File: src/rtl/class_argmax_seq.sv
// Sequential argmax: snapshots CLASS_NUM signed sums on the adder_done rise, scans one class
// per cycle and holds the winner under valid/ready. Optional runner-up: ARGMAX_RUNNER_UP_EN.
module class_argmax_seq #(
  parameter int CLASS_NUM     = 10,
  parameter int WEIGHT_LENGTH = 12,
  localparam int IDX_W        = (CLASS_NUM > 1) ? $clog2(CLASS_NUM) : 1
) (
  input  logic                                     clk,
  input  logic                                     rst,
  input  logic [CLASS_NUM-1:0][WEIGHT_LENGTH-1:0]  class_sums,
  input  logic                                     adder_done,
  input  logic                                     out_ready,
  output logic                                     out_valid,
  output logic [IDX_W-1:0]                         pred_class,
  output logic signed [WEIGHT_LENGTH-1:0]          pred_score,
  output logic                                     busy,
  output logic                                     overrun
`ifdef ARGMAX_RUNNER_UP_EN
  ,
  output logic [IDX_W-1:0]                         runner_class,
  output logic [WEIGHT_LENGTH:0]                   margin
`endif
);

  typedef enum logic [1:0] {IDLE, SCAN, RESULT} state_t;

  localparam logic [IDX_W-1:0] LAST_IDX  = IDX_W'(CLASS_NUM - 1);
  localparam logic [IDX_W-1:0] FIRST_IDX = IDX_W'(1);

  state_t                          state;
  logic                            done_q;
  logic                            start;
  logic signed [WEIGHT_LENGTH-1:0] snap [CLASS_NUM];
  logic signed [WEIGHT_LENGTH-1:0] best;
  logic signed [WEIGHT_LENGTH-1:0] cand;
  logic signed [WEIGHT_LENGTH-1:0] next_best;
  logic [IDX_W-1:0]                idx;
  logic [IDX_W-1:0]                best_idx;
  logic [IDX_W-1:0]                next_best_idx;
  logic                            take;

  assign start         = adder_done & ~done_q;
  assign cand          = snap[idx];
  // Strict compare so ties keep the lower index.
  assign take          = cand > best;
  assign next_best     = take ? cand : best;
  assign next_best_idx = take ? idx : best_idx;

`ifdef ARGMAX_RUNNER_UP_EN
  logic signed [WEIGHT_LENGTH-1:0] second;
  logic signed [WEIGHT_LENGTH-1:0] next_second;
  logic [IDX_W-1:0]                second_idx;
  logic [IDX_W-1:0]                next_second_idx;
  logic [WEIGHT_LENGTH:0]          next_margin;

  // At the first compare the loser of classes 0/1 seeds the runner-up.
  always_comb begin
    next_second     = second;
    next_second_idx = second_idx;
    if (take) begin
      next_second     = best;
      next_second_idx = best_idx;
    end else if (idx == FIRST_IDX || cand > second) begin
      next_second     = cand;
      next_second_idx = idx;
    end
  end

  assign next_margin = {next_best[WEIGHT_LENGTH-1], next_best}
                     - {next_second[WEIGHT_LENGTH-1], next_second};
`endif

  always_ff @(posedge clk or posedge rst) begin
    if (rst) begin
      state      <= IDLE;
      done_q     <= 1'b0;
      out_valid  <= 1'b0;
      pred_class <= '0;
      pred_score <= '0;
      busy       <= 1'b0;
      overrun    <= 1'b0;
      best       <= '0;
      best_idx   <= '0;
      idx        <= '0;
      for (int i = 0; i < CLASS_NUM; i++) snap[i] <= '0;
`ifdef ARGMAX_RUNNER_UP_EN
      second       <= '0;
      second_idx   <= '0;
      runner_class <= '0;
      margin       <= '0;
`endif
    end else begin
      done_q <= adder_done;
      if (start && state != IDLE) overrun <= 1'b1;
      case (state)
        IDLE: begin
          if (start) begin
            for (int i = 0; i < CLASS_NUM; i++) snap[i] <= class_sums[i];
            best     <= class_sums[0];
            best_idx <= '0;
            idx      <= FIRST_IDX;
            busy     <= 1'b1;
`ifdef ARGMAX_RUNNER_UP_EN
            second     <= class_sums[0];
            second_idx <= '0;
`endif
            if (CLASS_NUM == 1) begin
              state      <= RESULT;
              out_valid  <= 1'b1;
              pred_class <= '0;
              pred_score <= class_sums[0];
`ifdef ARGMAX_RUNNER_UP_EN
              runner_class <= '0;
              margin       <= '0;
`endif
            end else begin
              state <= SCAN;
            end
          end
        end
        SCAN: begin
          best     <= next_best;
          best_idx <= next_best_idx;
          idx      <= idx + 1'b1;
`ifdef ARGMAX_RUNNER_UP_EN
          second     <= next_second;
          second_idx <= next_second_idx;
`endif
          if (idx == LAST_IDX) begin
            state      <= RESULT;
            out_valid  <= 1'b1;
            pred_class <= next_best_idx;
            pred_score <= next_best;
`ifdef ARGMAX_RUNNER_UP_EN
            runner_class <= next_second_idx;
            margin       <= next_margin;
`endif
          end
        end
        RESULT: begin
          if (out_ready) begin
            state     <= IDLE;
            out_valid <= 1'b0;
            busy      <= 1'b0;
          end
        end
        default: state <= IDLE;
      endcase
    end
  end

endmodule

File: config.mk
export PLATFORM = sky130hd
export DESIGN_NAME = class_argmax_seq
export DESIGN_NICKNAME = d
export VERILOG_FILES = /design/src/rtl/class_argmax_seq.sv
export SDC_FILE = /design/constraint.sdc
export NUM_CORES = 1
export LEC_CHECK = 0
export CORE_ASPECT_RATIO = 0.75
export CORE_UTILIZATION = 47
export CTS_CLUSTER_DIAMETER = 60
export CTS_CLUSTER_SIZE = 28
export DETAILED_ROUTE_END_ITERATION = 10
export DONT_BUFFER_PORTS = 1
export SLEW_MARGIN = 5
export SYNTH_ARGS = -nofsm -noshare
export SYNTH_HDL_FRONTEND = slang
export SYNTH_SLANG_ARGS = --single-unit
File: constraint.sdc
create_clock -name clk -period 5.7 [get_ports clk]
set_input_delay 1.14 -clock clk [delete_from_list [all_inputs] [get_ports clk]]
set_output_delay 1.14 -clock clk [all_outputs]
set_load 0.05 [all_outputs]
==> results.txt <==
The first global-routing pass estimated 30.5 mm of wire. The number of synthesized register bits was 162. The count of flip-flops with a built-in enable after synthesis is 0. The tools report the number of global-route vias before repair as 5487. The tools report the endpoint of the most critical register-to-register path as best[5]$_DFFE_PP0P_. Along the worst path, the maximum fanout reaches 32. Static timing analysis puts the maximum clock frequency at 233 MHz. The run finished with clean final reports. The core region is 0.0155 sq mm. The min-delay analysis places its worst path in the category reg -> reg. Initial antenna violation count: 0. Buffers inserted during clock tree synthesis total 17. The logs give 162 for the number of sinks handled by clock tree synthesis and 0.00779 ns for the largest clock skew in the final design.

The cell count of the worst hold path is 2, and the initial core utilization is 48.9%. The complex-gate fraction of the synthesized area came out at 9.87%. The worst setup path is captured at a flop. The run gives 0 as the total setup violations reported at the end of the flow.

After Yosys synthesis, full adders, half adders and majority gates account for 2.31% of the synthesized area. Of the available clock period, the critical path in the final layout requires 75.3%. The initial DRC count was 389.

The storage element area was 0.00406 sq mm; the final non-filler cell area was 0.00822 sq mm. Input and output buffers added on the ports amount to 0. Quantity of hold-fixing buffers added after cts: 0. The register-to-register setup slack was 1.41 ns; the setup fix buffers added after clock tree synthesis was 0.

The mux contribution to synthesized area is 8.55%. TritonCTS built the clock tree. 0 antenna diodes ended up in the layout. Data on the critical path is required at its endpoint by 6.00 ns. The library cell used most frequently in the layout, excluding fill and tap cells, is sky130_fd_sc_hd__nand2_1. For the overall fraction of global-route tracks in use, the log shows 24.7%. For this run the aggregate overflow at the end of global routing stands at 0. The vias per cell was 5.51. The floorplan die area was 0.0167 sq mm; the proportion of register bits with asynchronous set or reset after synthesis was 100%.

Leaving out fill and tap cells, the most frequent cells in the layout are sky130_fd_sc_hd__nand2_1 (351), sky130_fd_sc_hd__dfrtp_1 (161), sky130_fd_sc_hd__inv_1 (29), sky130_fd_sc_hd__mux2i_1 (24), sky130_fd_sc_hd__clkbuf_16 (17). Post-synthesis average cell area: 9.61 sq um. Final routed wire length divided by cell count: 19.5 um. Yosys mapped the design onto 50 distinct sky130hd cell types. The tree is rooted in a sky130_fd_sc_hd__clkbuf_16. Synthesis produced a netlist with a net count of 928. The number of vias in the routed layout was 5442; the die extent in x was 149 um. The power density over cell area was 690 mW/mm^2; the last weighted congestion value of the routability-driven placer was 0.921. The combinational family with the most area after synthesis was simple AND/OR/NAND/NOR gates. For the pin with the worst max-slew slack, the measured transition is 0.980 ns. After detailed placement, the total cell area comes to 0.00769 sq mm. Share of Yosys cell area claimed by the top area cell type: 53.4%. The number of antenna-violating nets in the routed design is 0, and the simple-gate share of the synthesized area is 21.2%. Detailed placement ended at an HPWL of 14.0 mm. The run gives 53.4% as the share of the yosys chip area belonging to registers. In this run the critical register-to-register path is launched from idx[1]$_DFFE_PP0P_.

From synthesis to final layout, the design area changed by 8.27%. The startpoint type of the worst setup path was a flop. VDD sags by at most 0.258 mV.

For the netlist area before placement, the log shows 0.00759 sq mm. The headroom to the max-slew limit came out at 34.7%. The final layout contains 909 nets.

In the synthesized netlist, the number of instances is 790. Number of cell rows: 39. In the final layout, the multi-input gates occupy 0.00320 sq mm. The final-report max-slew violation count is 0, and the data arrival time of the critical path is 4.60 ns. For the post-cts resize count, the log shows 0. Across the run, the number of max-cap violations was 0.

Among all flip-flop cells after synthesis, the most frequent one is sky130_fd_sc_hd__dfrtp_1. Of the total synthesized cell area, the portion taken by XOR and XNOR cells is 0%. The first detailed-routing pass took 5 iterations.

After clock tree synthesis, the clock-pin slew on the worst setup and hold paths is 0.06 ns. In this run the most critical hold path is launched from snap[51]$_DFFE_PP0P_. The synthesis warning total was 0; the floorplan die height was 112 um. Setup repair after global routing left no endpoint under its margin. The run gives 4.14 nW as the static leakage. By area the synthesized netlist is led by sky130_fd_sc_hd__dfrtp_1 (53%), sky130_fd_sc_hd__nand2_1 (17%), sky130_fd_sc_hd__mux4_2 (3.3%).

143 I/O pins were placed. Entering global routing, the biggest net connects 108 pins. At the later pin of the worst-skew pair, clock insertion delay measures 0.42 ns. Summed over all instances, the cell type with the most area after synthesis is sky130_fd_sc_hd__dfrtp_1. In this run the deepest clock path goes through 2 buffers. The number of design rule violations left after detail routing was 0; the total count of hold-check failures in the final report was 0. In this run the number of H-tree levels came out at 4. The worst hold path terminates at snap[51]$_DFFE_PP0P_.

The total wirelength of the detailed-routed design is 19.3 mm. The worst path in the final design needs a cycle of 4.29 ns, including I/O delays and setup. The setup TNS was 0 ns; the worst-case reg-to-reg path depth was 10. Startpoint-to-endpoint class of the critical path: reg -> reg.

The filler cells instantiated in the layout total 1438. The fraction of final layout cells with drive strength greater than 1 came out at 11.6%.
## cells by family (layout without fill, tap and decap cells)
| family | count (synthesis) | after routing |
|---|---|---|
| mux | 48 | 48 |
| buf+inv | 77 | 69 |
| flops | 162 | 162 |
| compound gates | 94 | 94 |
| fa+ha+maj | 14 | 14 |
| simple gates | 395 | 395 |
## area by class of cell
class	instances	share of cell area [%]
Clock inverter	6	0.700
Inverter	30	1.43
Sequential cell	162	49.3
Timing Repair Buffer	9	0.822
Multi-Input combinational cell	551	38.9
Clock buffer	24	5.74
Tap cell	205	3.12
## through the flow
stage | util (%) | power (W) | hold slack (ns) | instances | setup slack (ns)
after floorplan | - | 0.00406 | 0.437 | 790 | 0.183
after global placement | 49.6 | 0.00454 | 0.454 | 957 | 1.51
after detailed placement | 49.6 | 0.00461 | 0.461 | 957 | 1.42
after CTS | 53.0 | 0.00568 | 0.476 | 987 | 1.41
after global routing | 53.0 | 0.00606 | 0.493 | 987 | 1.07
final | 53.0 | 0.00567 | 0.473 | 987 | 1.41
## worst max-delay path by stage
stage / from / endpoint / slack (ns)
floorplan: rst / best[0]$_DFFE_PP0P_ / 0.18
detailed placement: idx[1]$_DFFE_PP0P_ / best[5]$_DFFE_PP0P_ / 1.42
global route: idx[1]$_DFFE_PP0P_ / best[11]$_DFFE_PP0P_ / 1.07
finish: idx[1]$_DFFE_PP0P_ / best[5]$_DFFE_PP0P_ / 1.41
global placement: idx[1]$_DFFE_PP0P_ / best[10]$_DFFE_PP0P_ / 1.51
CTS: idx[1]$_DFFE_PP0P_ / best[11]$_DFFE_PP0P_ / 1.41
## critical path, stage by stage, from the launching register on
cell and delay, ns:
sky130_fd_sc_hd__dfrtp_2 0.69, sky130_fd_sc_hd__or3b_2 0.74, sky130_fd_sc_hd__o22ai_1 0.22, sky130_fd_sc_hd__a221o_1 0.21, sky130_fd_sc_hd__ha_1 0.37, sky130_fd_sc_hd__a21oi_1 0.24
sky130_fd_sc_hd__nand2_1 0.06, sky130_fd_sc_hd__o21ai_0 0.47, sky130_fd_sc_hd__a21oi_2 0.17, sky130_fd_sc_hd__or2_1 0.52, sky130_fd_sc_hd__a221o_2 0.46
## power breakdown
group | internal [W] | switching [W]
Sequential | 0.00169 | 0.000625
Combinational | 0.000997 | 0.00131
Clock | 0.000616 | 0.000434
Total | 0.00330 | 0.00237
## synth_stat cells (4+ instances only)
library cell,count
sky130_fd_sc_hd__o21ai_0,16
sky130_fd_sc_hd__a21o_1,12
sky130_fd_sc_hd__buf_1,4
sky130_fd_sc_hd__inv_1,30
sky130_fd_sc_hd__a21oi_1,7
sky130_fd_sc_hd__nand2b_1,6
sky130_fd_sc_hd__nor3_1,4
sky130_fd_sc_hd__mux4_2,11
sky130_fd_sc_hd__clkbuf_1,33
sky130_fd_sc_hd__o22ai_1,12
sky130_fd_sc_hd__mux2i_1,24
sky130_fd_sc_hd__o221a_2,12
sky130_fd_sc_hd__nor2_1,5
sky130_fd_sc_hd__and2_1,9
sky130_fd_sc_hd__a221o_1,14
sky130_fd_sc_hd__ha_1,14
sky130_fd_sc_hd__dfrtp_1,162
sky130_fd_sc_hd__a221o_2,8
sky130_fd_sc_hd__nand2_1,351
sky130_fd_sc_hd__mux2_2,12
## metal layers
layer	global-route usage, %	part of all wire [%]
met1	37.5	49
met2	34.4	42
met3	6.02	7.3
met4	8.44	1.6
met5	0	0
## flip-flops by register name (all words and copies together) (netlist names)
name,flops
busy,1
pred_score,12
snap,120
state,2
done_q,1
best_idx,4
idx,4
overrun,1
out_valid,1
best,12
pred_class,4
Note: power is estimated with default switching activity, not from simulation.
